<file path="config.mk">
export PLATFORM = sky130hd
export DESIGN_NAME = clock_divider
export DESIGN_NICKNAME = d
export VERILOG_FILES = /design/src/rtl/clock_divider_pkg.sv /design/src/rtl/clock_divider_channel.sv /design/src/rtl/clock_divider.sv
export SDC_FILE = /design/constraint.sdc
export NUM_CORES = 1
export LEC_CHECK = 0
export CORE_ASPECT_RATIO = 0.6
export CORE_MARGIN = 4
export CORE_UTILIZATION = 55
export DETAILED_ROUTE_END_ITERATION = 7
export PLACE_DENSITY = 0.76
export SYNTH_ARGS = -nofsm -noshare
export SYNTH_HDL_FRONTEND = slang
export SYNTH_SLANG_ARGS = --single-unit
</file>
<file path="constraint.sdc">
create_clock -name clk_in -period 3.3 [get_ports clk_in]
set_input_delay 0.495 -clock clk_in [delete_from_list [all_inputs] [get_ports clk_in]]
set_output_delay 0.495 -clock clk_in [all_outputs]
set_load 0.05 [all_outputs]
</file>
<file path="src/rtl/clock_divider_pkg.sv">
// clock_divider_pkg
//   Shared definitions for the multi-channel clock divider:
//   channel state encoding, default parameter values and the
//   helper that sizes the channel-select bus.
package clock_divider_pkg;

  typedef enum logic {
    CH_IDLE = 1'b0,
    CH_RUN  = 1'b1
  } ch_state_t;

  localparam int DEF_CHANNELS  = 4;
  localparam int DEF_WIDTH     = 16;
  localparam int DEF_RESET_DIV = 2;

  // Width of the channel-select bus; never narrower than one bit so a
  // single-channel build still has a real port.
  function automatic int sel_w(input int channels);
    return (channels > 1) ? $clog2(channels) : 1;
  endfunction

endpackage

</file>
<file path="src/rtl/clock_divider_channel.sv">
// divider_channel
//   One independent divider channel: active ratio N, shadow ratio S and a
//   down-counter C. Produces a one-cycle tick per period and a registered
//   square wave (ceil(N/2) high, floor(N/2) low).
//
// Ports
//   clk_in     : clock
//   rst_n      : async active-low reset
//   enable     : level-sensitive run enable
//   load       : strobe writing load_value into the shadow ratio S
//   load_value : new divide ratio
//   tick       : one-cycle pulse per period
//   clk_out    : divided square wave
//   running    : channel is in RUN
//
// State table
//   state   | meaning
//   CH_IDLE | C = 0, outputs 0; waits for enable with S != 0
//   CH_RUN  | C counts down N-1..0; reloads from S at terminal count
module divider_channel
  import clock_divider_pkg::*;
#(
  parameter int WIDTH     = DEF_WIDTH,
  parameter int RESET_DIV = DEF_RESET_DIV
) (
  input  logic             clk_in,
  input  logic             rst_n,
  input  logic             enable,
  input  logic             load,
  input  logic [WIDTH-1:0] load_value,
  output logic             tick,
  output logic             clk_out,
  output logic             running
);

  localparam logic [WIDTH-1:0] RESET_RATIO = WIDTH'(RESET_DIV);
  localparam logic [WIDTH-1:0] ONE         = WIDTH'(1);

  ch_state_t        state, state_nxt;
  logic [WIDTH-1:0] n_act, n_nxt;
  logic [WIDTH-1:0] s_shd;
  logic [WIDTH-1:0] cnt, cnt_nxt;
  logic             tick_q, tick_nxt;
  logic             clk_q, clk_nxt;
  logic             term_cnt;

  assign term_cnt = (cnt == '0);

  always_ff @(posedge clk_in or negedge rst_n) begin
    if (!rst_n) begin
      state  <= CH_IDLE;
      n_act  <= RESET_RATIO;
      s_shd  <= RESET_RATIO;
      cnt    <= '0;
      tick_q <= 1'b0;
      clk_q  <= 1'b0;
    end else begin
      state  <= state_nxt;
      n_act  <= n_nxt;
      cnt    <= cnt_nxt;
      tick_q <= tick_nxt;
      clk_q  <= clk_nxt;
      // S is read by the next-state logic before this write lands, so a
      // load coinciding with a terminal count is adopted one period later.
      if (load) begin
        s_shd <= load_value;
      end
    end
  end

  // Outputs are only driven when the channel stays in RUN across this edge,
  // so an enable drop or a zero-ratio stop yields all-zero outputs at once.
  always_comb begin
    state_nxt = state;
    n_nxt     = n_act;
    cnt_nxt   = cnt;
    tick_nxt  = 1'b0;
    clk_nxt   = 1'b0;
    case (state)
      CH_IDLE: begin
        if (enable && (s_shd != '0)) begin
          state_nxt = CH_RUN;
          n_nxt     = s_shd;
          cnt_nxt   = s_shd - ONE;
        end
      end
      CH_RUN: begin
        if (!enable) begin
          state_nxt = CH_IDLE;
          cnt_nxt   = '0;
        end else if (term_cnt && (s_shd == '0)) begin
          state_nxt = CH_IDLE;
          cnt_nxt   = '0;
        end else begin
          tick_nxt = term_cnt;
          clk_nxt  = (cnt >= (n_act >> 1));
          if (term_cnt) begin
            n_nxt   = s_shd;
            cnt_nxt = s_shd - ONE;
          end else begin
            cnt_nxt = cnt - ONE;
          end
        end
      end
      default: begin
        state_nxt = CH_IDLE;
        cnt_nxt   = '0;
      end
    endcase
  end

  assign tick    = tick_q;
  assign clk_out = clk_q;
  assign running = (state == CH_RUN);

endmodule

</file>
<file path="src/rtl/clock_divider.sv">
// clock_divider
//   CHANNELS independent programmable clock dividers sharing one clock.
//   This level only decodes the ratio-load strobe and fans ports out to
//   the per-channel instances.
//
// Ports
//   clk_in    : single clock for all logic
//   rst_n     : async active-low reset
//   enable    : per-channel run enable
//   div_load  : one-cycle strobe writing div_value to channel div_sel
//   div_sel   : target channel for div_load
//   div_value : new divide ratio
//   tick      : per-channel one-cycle pulse per period
//   clk_out   : per-channel divided square wave
//   running   : per-channel counting status
module clock_divider
  import clock_divider_pkg::*;
#(
  parameter int CHANNELS  = DEF_CHANNELS,
  parameter int WIDTH     = DEF_WIDTH,
  parameter int RESET_DIV = DEF_RESET_DIV
) (
  input  logic                          clk_in,
  input  logic                          rst_n,
  input  logic [CHANNELS-1:0]           enable,
  input  logic                          div_load,
  input  logic [sel_w(CHANNELS)-1:0]    div_sel,
  input  logic [WIDTH-1:0]              div_value,
  output logic [CHANNELS-1:0]           tick,
  output logic [CHANNELS-1:0]           clk_out,
  output logic [CHANNELS-1:0]           running
);

  localparam int SEL_W = sel_w(CHANNELS);

  logic [CHANNELS-1:0] load_hit;

  // Selects at or beyond CHANNELS match no instance and are dropped.
  for (genvar i = 0; i < CHANNELS; i++) begin : g_ch
    assign load_hit[i] = div_load && (div_sel == SEL_W'(i));

    divider_channel #(
      .WIDTH     (WIDTH),
      .RESET_DIV (RESET_DIV)
    ) u_ch (
      .clk_in     (clk_in),
      .rst_n      (rst_n),
      .enable     (enable[i]),
      .load       (load_hit[i]),
      .load_value (div_value),
      .tick       (tick[i]),
      .clk_out    (clk_out[i]),
      .running    (running[i])
    );
  end

endmodule

</file>
==> After elaboration in Yosys (flattened, before gate mapping) <==
Cells that the tools add are included.
{ "totals": {"ff_bits": 204, "inputBits": 25, "word_cells": 168} }
{ "op_classes": {"n_bitwise": 4, "muxes": 80, "n_reduce_logical": 29, "n_addsub": 8, "eq_ne": 19, "magnitude_cmp": 4} }
{ "op_table": {"columns": ["operator", "n"], "rows": [
  ["$mux 16", 32],
  ["$pmux 16 s2", 8],
  ["$logic_not 16->1", 8],
  ["$sub 16x1->16 const B", 8],
  ["$ge 16x15->1", 4],
  ["$reduce_bool 16->1", 4],
  ["$mux 1", 36],
  ["$ne 2x2->1 const B", 12],
  ["$reduce_and 4->1", 4],
  ["$logic_and 1x1->1", 12],
  ["$ne 2x1->1 const B", 4],
  ["$pmux 1 s2", 4],
  ["$eq 2x2->1 const B", 2],
  ["$not 1->1", 4],
  ["$eq 2x1->1 const B", 1],
  ["$logic_not 2->1", 1]
]} }

==> Depth between registers and ports, before layout <==
{ "depth": {"ltp_word": 5, "ltp_mapped": 10} }

==> Hierarchy <==
A second synthesis with hierarchy kept.
{ "hier_totals": {"hier_cells": 1324, "hier_area_um2": 12350.6} }
{ "by_module_without_submodules": {"columns": ["mod", "cells_per_inst", "area_each_um2", "n_inst", "seq_area_each_um2"], "rows": [
  ["divider_channel (g_ch[0].u_ch ...)", 329, 3076.7, 3, 1253.7],
  ["divider_channel (g_ch[3].u_ch)", 333, 3083.0, 1, 1253.7],
  ["clock_divider", 4, 37.5, 1, 0.0]
]} }

==> Worst setup path before layout <==
OpenSTA, ideal clock, no wires.
{ "synth_path": {"path_kind": "reg2reg", "from": "register g_ch[1].u_ch.cnt[0]", "to": "register g_ch[1].u_ch.n_act[1]", "arrival_ns": 2.430, "slack_ns": 0.785, "path_stages_with_launch": 9, "required_ns": 3.215, "path_cell_list": "dfrtp_1 inv_1 ha_1 or4b_1 or4_4 and2_4 nor2_4 buf_6 mux2_1"} }
{ "synth_via": {"elab_chain_len": 4, "word_cells_on_any_way": 5} }
{ "synth_lines": {"columns": ["item", "line_no", "rtl"], "rows": [
  ["start, declared", "clock_divider_channel.sv:42", "logic [WIDTH-1:0] cnt, cnt_nxt;"],
  ["start signal, assigned", "clock_divider_channel.sv:60", "cnt <= cnt_nxt;"],
  ["$logic_not 16->1 (*)", "clock_divider_channel.sv:47", "assign term_cnt = (cnt == '0);"],
  ["$logic_and 1x1->1", "clock_divider_channel.sv:91", "end else if (term_cnt && (s_shd == '0)) begin"],
  ["$ne 2x2->1 (no line)", null, null],
  ["$reduce_and 4->1 (no line) (*)", null, null],
  ["end signal, assigned", "clock_divider_channel.sv:59", "n_act <= n_nxt;"],
  ["end, declared", "clock_divider_channel.sv:40", "logic [WIDTH-1:0] n_act, n_nxt;"]
]} }
Mark *: on every way between the ends. The rest lies on a longest branch, timed or not.
A chain may end at the register's enable or synchronous reset.

==> Worst setup path after layout <==
{ "layout_path": {"from": "register g_ch[1].u_ch.cnt[0]", "to": "register g_ch[1].u_ch.n_act[11]"} }
Same word-level chain as after synthesis.

==> impl_metrics.ini <==
[power]
powerDensity_nw_per_um2 = 583
irDropWorstVdd_uv = 429
p_leak_nw = 5.90
total_power_mw = 8.23

[logic_synthesis]
yosysSeqAreaShare = 0.390
yosys_warnings = 0
synthFlopType = dfrtp_1
synth_cell_types = 79
avgSynthCellArea_um2 = 9.08
synthArstFlopShare = 1.00
synth_edf_count = 0
syn-num-nets = 1519
ys_ff_latch = 200
synthCells = 1418
mappedNetlistArea_um2 = 12900

[critical_path]
cp_slowest_cell = or4_4
cp_max_fo = 19
crit_family = simple AND/OR/NAND/NOR gates
path_class = reg2reg
startpoint_type = flip-flop
required_ns = 3.67
crit_buf_inv = 2
worstPathCellList = inv_1 -> ha_1 -> or4b_1 -> or4_4 -> and2_4 -> nor2_4 -> buf_4 -> nand2_1 -> o21ai_0
slowest_delay_ns = 0.61
cp-end-kind = flip-flop
cp_data_arrival_time_ns = 3.14

[placed_design]
place.port_buffers = 36
dpl.hpwl_mm = 25.7
place_congestion = 0.951
pre_cts_slack_ns = 0.563
placedCellCount = 1726

[clock_network]
cts_hold_buffers = 0
postCtsSetupRepairBufs = 0
cts_tree = built
cts.sinks = 200
post_cts_resized = 0
clk_latency_ns = 0.45
cts_buffers = 17
htree_levels = 4
clk_path_buf_depth = 2
clkSlewWorstSetupHoldPaths_ns = 0.08
ctsRootBufferMaster = clkbuf_16

[floorplan]
die_w_um = 206
die_area_um2 = 26000
core_area_um2 = 23100
die_h_um = 127
ios = 37
initial_core_util = 0.558
fp-row-count = 43

[sta]
fmax_mhz = 360
rsz0062_at_grt = no
timing.max_slew.rel_slack = 0.425
setup_tns_ns = 0
final_max_slew_viol_count = 0
setup_viol = 0
whs_ns = 0.0219
fin_crit_sh = 0.841
fin_worst_skew_ns = 0.00898
period_minus_slack_ns = 2.77
finalWorstSetupSlack_ns = 0.525
worstMarginPinSlew_ns = 0.852
hold_violations = 0

[final_layout]
multi_input_area_um2 = 7170
antennaDiodeCount = 0
nNetsFinal = 1531
layout-drive-gt1-share = 0.119
fin_cells = 1758
fill_cells = 1949
area_growth_pct = 9.70
ff_latch_area_um2 = 5010

[route]
routedWlPerCell_um = 19.9
vias_per_cell = 6.39
drt_wl_total_mm = 35.0
drtIter0Drc = 1080
final_antenna_net_count = 0
drc = 0
dr.pass1.iters = 5
vias = 11200

[grt]
grt_use_met3 = 0.0726
overflow = 0
grt_pass1_vias = 10400
use_met2 = 0.377
met1_usage = 0.421
busiest_layer = met1
antenna_found_initial = 0
grt_max_degree = 74
grt_pass1_wl_mm = 56.1
grtUsageTotal = 0.270

[worst_hold_path]
min_path_type = in2async

[outcome]
outcome = finished clean

[run]
cap_violations = 0
registers in the layout, indices dropped and copies added (netlist names):
signal	count
g_ch.u_ch.s_shd	64
g_ch.u_ch.running	4
g_ch.u_ch.cnt	64
g_ch.u_ch.tick	4
g_ch.u_ch.n_act	60
g_ch.u_ch.clk_out	4
synthesized netlist by cell type (all sizes together), types with 20 or more instances:
| cell type | instances | area [um^2] |
|---|---|---|
| nand3 | 43 | 215 |
| o21ai | 107 | 539 |
| o22ai | 20 | 125 |
| buf | 24 | 166 |
| a21oi | 92 | 460 |
| nor2 | 114 | 445 |
| inv | 97 | 364 |
| nor4 | 36 | 268 |
| nand2 | 104 | 393 |
| dfrtp | 192 | 4800 |
| nor3 | 46 | 230 |
| mux2 | 77 | 867 |
| xnor2 | 42 | 368 |
| clkbuf | 47 | 176 |
| ha | 76 | 951 |
| xor2 | 32 | 280 |
metrics by stage:
step	util	instance area, um^2
after floorplan	-	12900
after global placement	0.587	13500
after detailed placement	0.587	13500
after CTS	0.612	14100
after global routing	0.612	14100
final	0.612	14100
worst reg2reg max path, cell delays in order (launching register included):
cell and delay, ns:
dfrtp_1 0.41, inv_1 0.13, ha_1 0.18, or4b_1 0.52
or4_4 0.61, and2_4 0.21, nor2_4 0.22, buf_4 0.26
nand2_1 0.07, o21ai_0 0.08
report_power, final:
group	switching, mW	leakage (nW)	internal (mW)
clock	1.05	0.287	1.08
sequential	0.624	2.46	2.93
combinational	1.43	3.15	1.12
total	3.11	5.90	5.12
layout make-up:
class	instances	share of cell area
multi-input cells	1050	0.507
flip-flops and latches	200	0.355
repair buffers	64	0.0424
clock buffers	17	0.0301
well taps	315	0.0279
inverters	97	0.0258
clock inverters	15	0.0112
layer usage:
| metal | routed length [um] | share of wire | vias up |
|---|---|---|---|
| met4 | 314 | 0.0090 | 0 |
| li1 | - | - | 5176 |
| met5 | 0 | 0 | - |
| met2 | 14900 | 0.42 | 524 |
| met1 | 16300 | 0.47 | 5498 |
| met3 | 3470 | 0.099 | 32 |
worst paths after layout:
check / from / end / slack (ns) / cells after the start
hold reg to reg: g_ch[0].u_ch.n_act[15] / g_ch[0].u_ch.n_act[15] / 0.50 / 2
hold / removal: rst_n / g_ch[2].u_ch.cnt[14] / 0.02 / 1
min in group clk_in: g_ch[0].u_ch.n_act[15] / g_ch[0].u_ch.n_act[15] / 0.50 / 2
setup / recovery: g_ch[1].u_ch.cnt[0] / g_ch[1].u_ch.n_act[11] / 0.53 / 9
max in group asynchronous: rst_n / g_ch[1].u_ch.n_act[1] / 2.45 / 2
setup reg to reg: g_ch[1].u_ch.cnt[0] / g_ch[1].u_ch.n_act[11] / 0.53 / 9
cells in the final DEF (no fill, tap or decap), types with 8 or more instances in the layout:
master | Yosys | routed
nor3_1 | 46 | 46
mux2_2 | 76 | 76
o211ai_1 | 14 | 14
nand2b_1 | 8 | 8
a21oi_1 | 92 | 91
clkbuf_16 | 0 | 17
xor2_1 | 32 | 32
o32ai_1 | 10 | 10
o31ai_1 | 13 | 13
buf_4 | 14 | 26
a211oi_1 | 14 | 14
nand2_1 | 103 | 103
nand3_1 | 43 | 43
dfstp_2 | 8 | 8
clkdlybuf4s50_1 | 0 | 35
o22ai_1 | 20 | 20
a31oi_1 | 17 | 16
dfrtp_1 | 192 | 192
nor4_1 | 32 | 32
nand4b_1 | 11 | 11
nor2_1 | 111 | 111
nand4_1 | 19 | 19
xnor2_1 | 42 | 42
ha_1 | 76 | 76
or3_1 | 19 | 19
inv_1 | 97 | 97
or4_1 | 12 | 12
o21ai_0 | 103 | 103
cell families after synthesis:
kind of cell	after synthesis	synth area share
muxes	82	0.0712
AOI/OAI and AO/OA	350	0.169
DFF	200	0.390
and+or+nand+nor	468	0.191
buffers and inverters	168	0.0549
adders and majority gates	76	0.0739
xor gates and xnor gates	74	0.0503
Power figures use the tool's default switching activity.
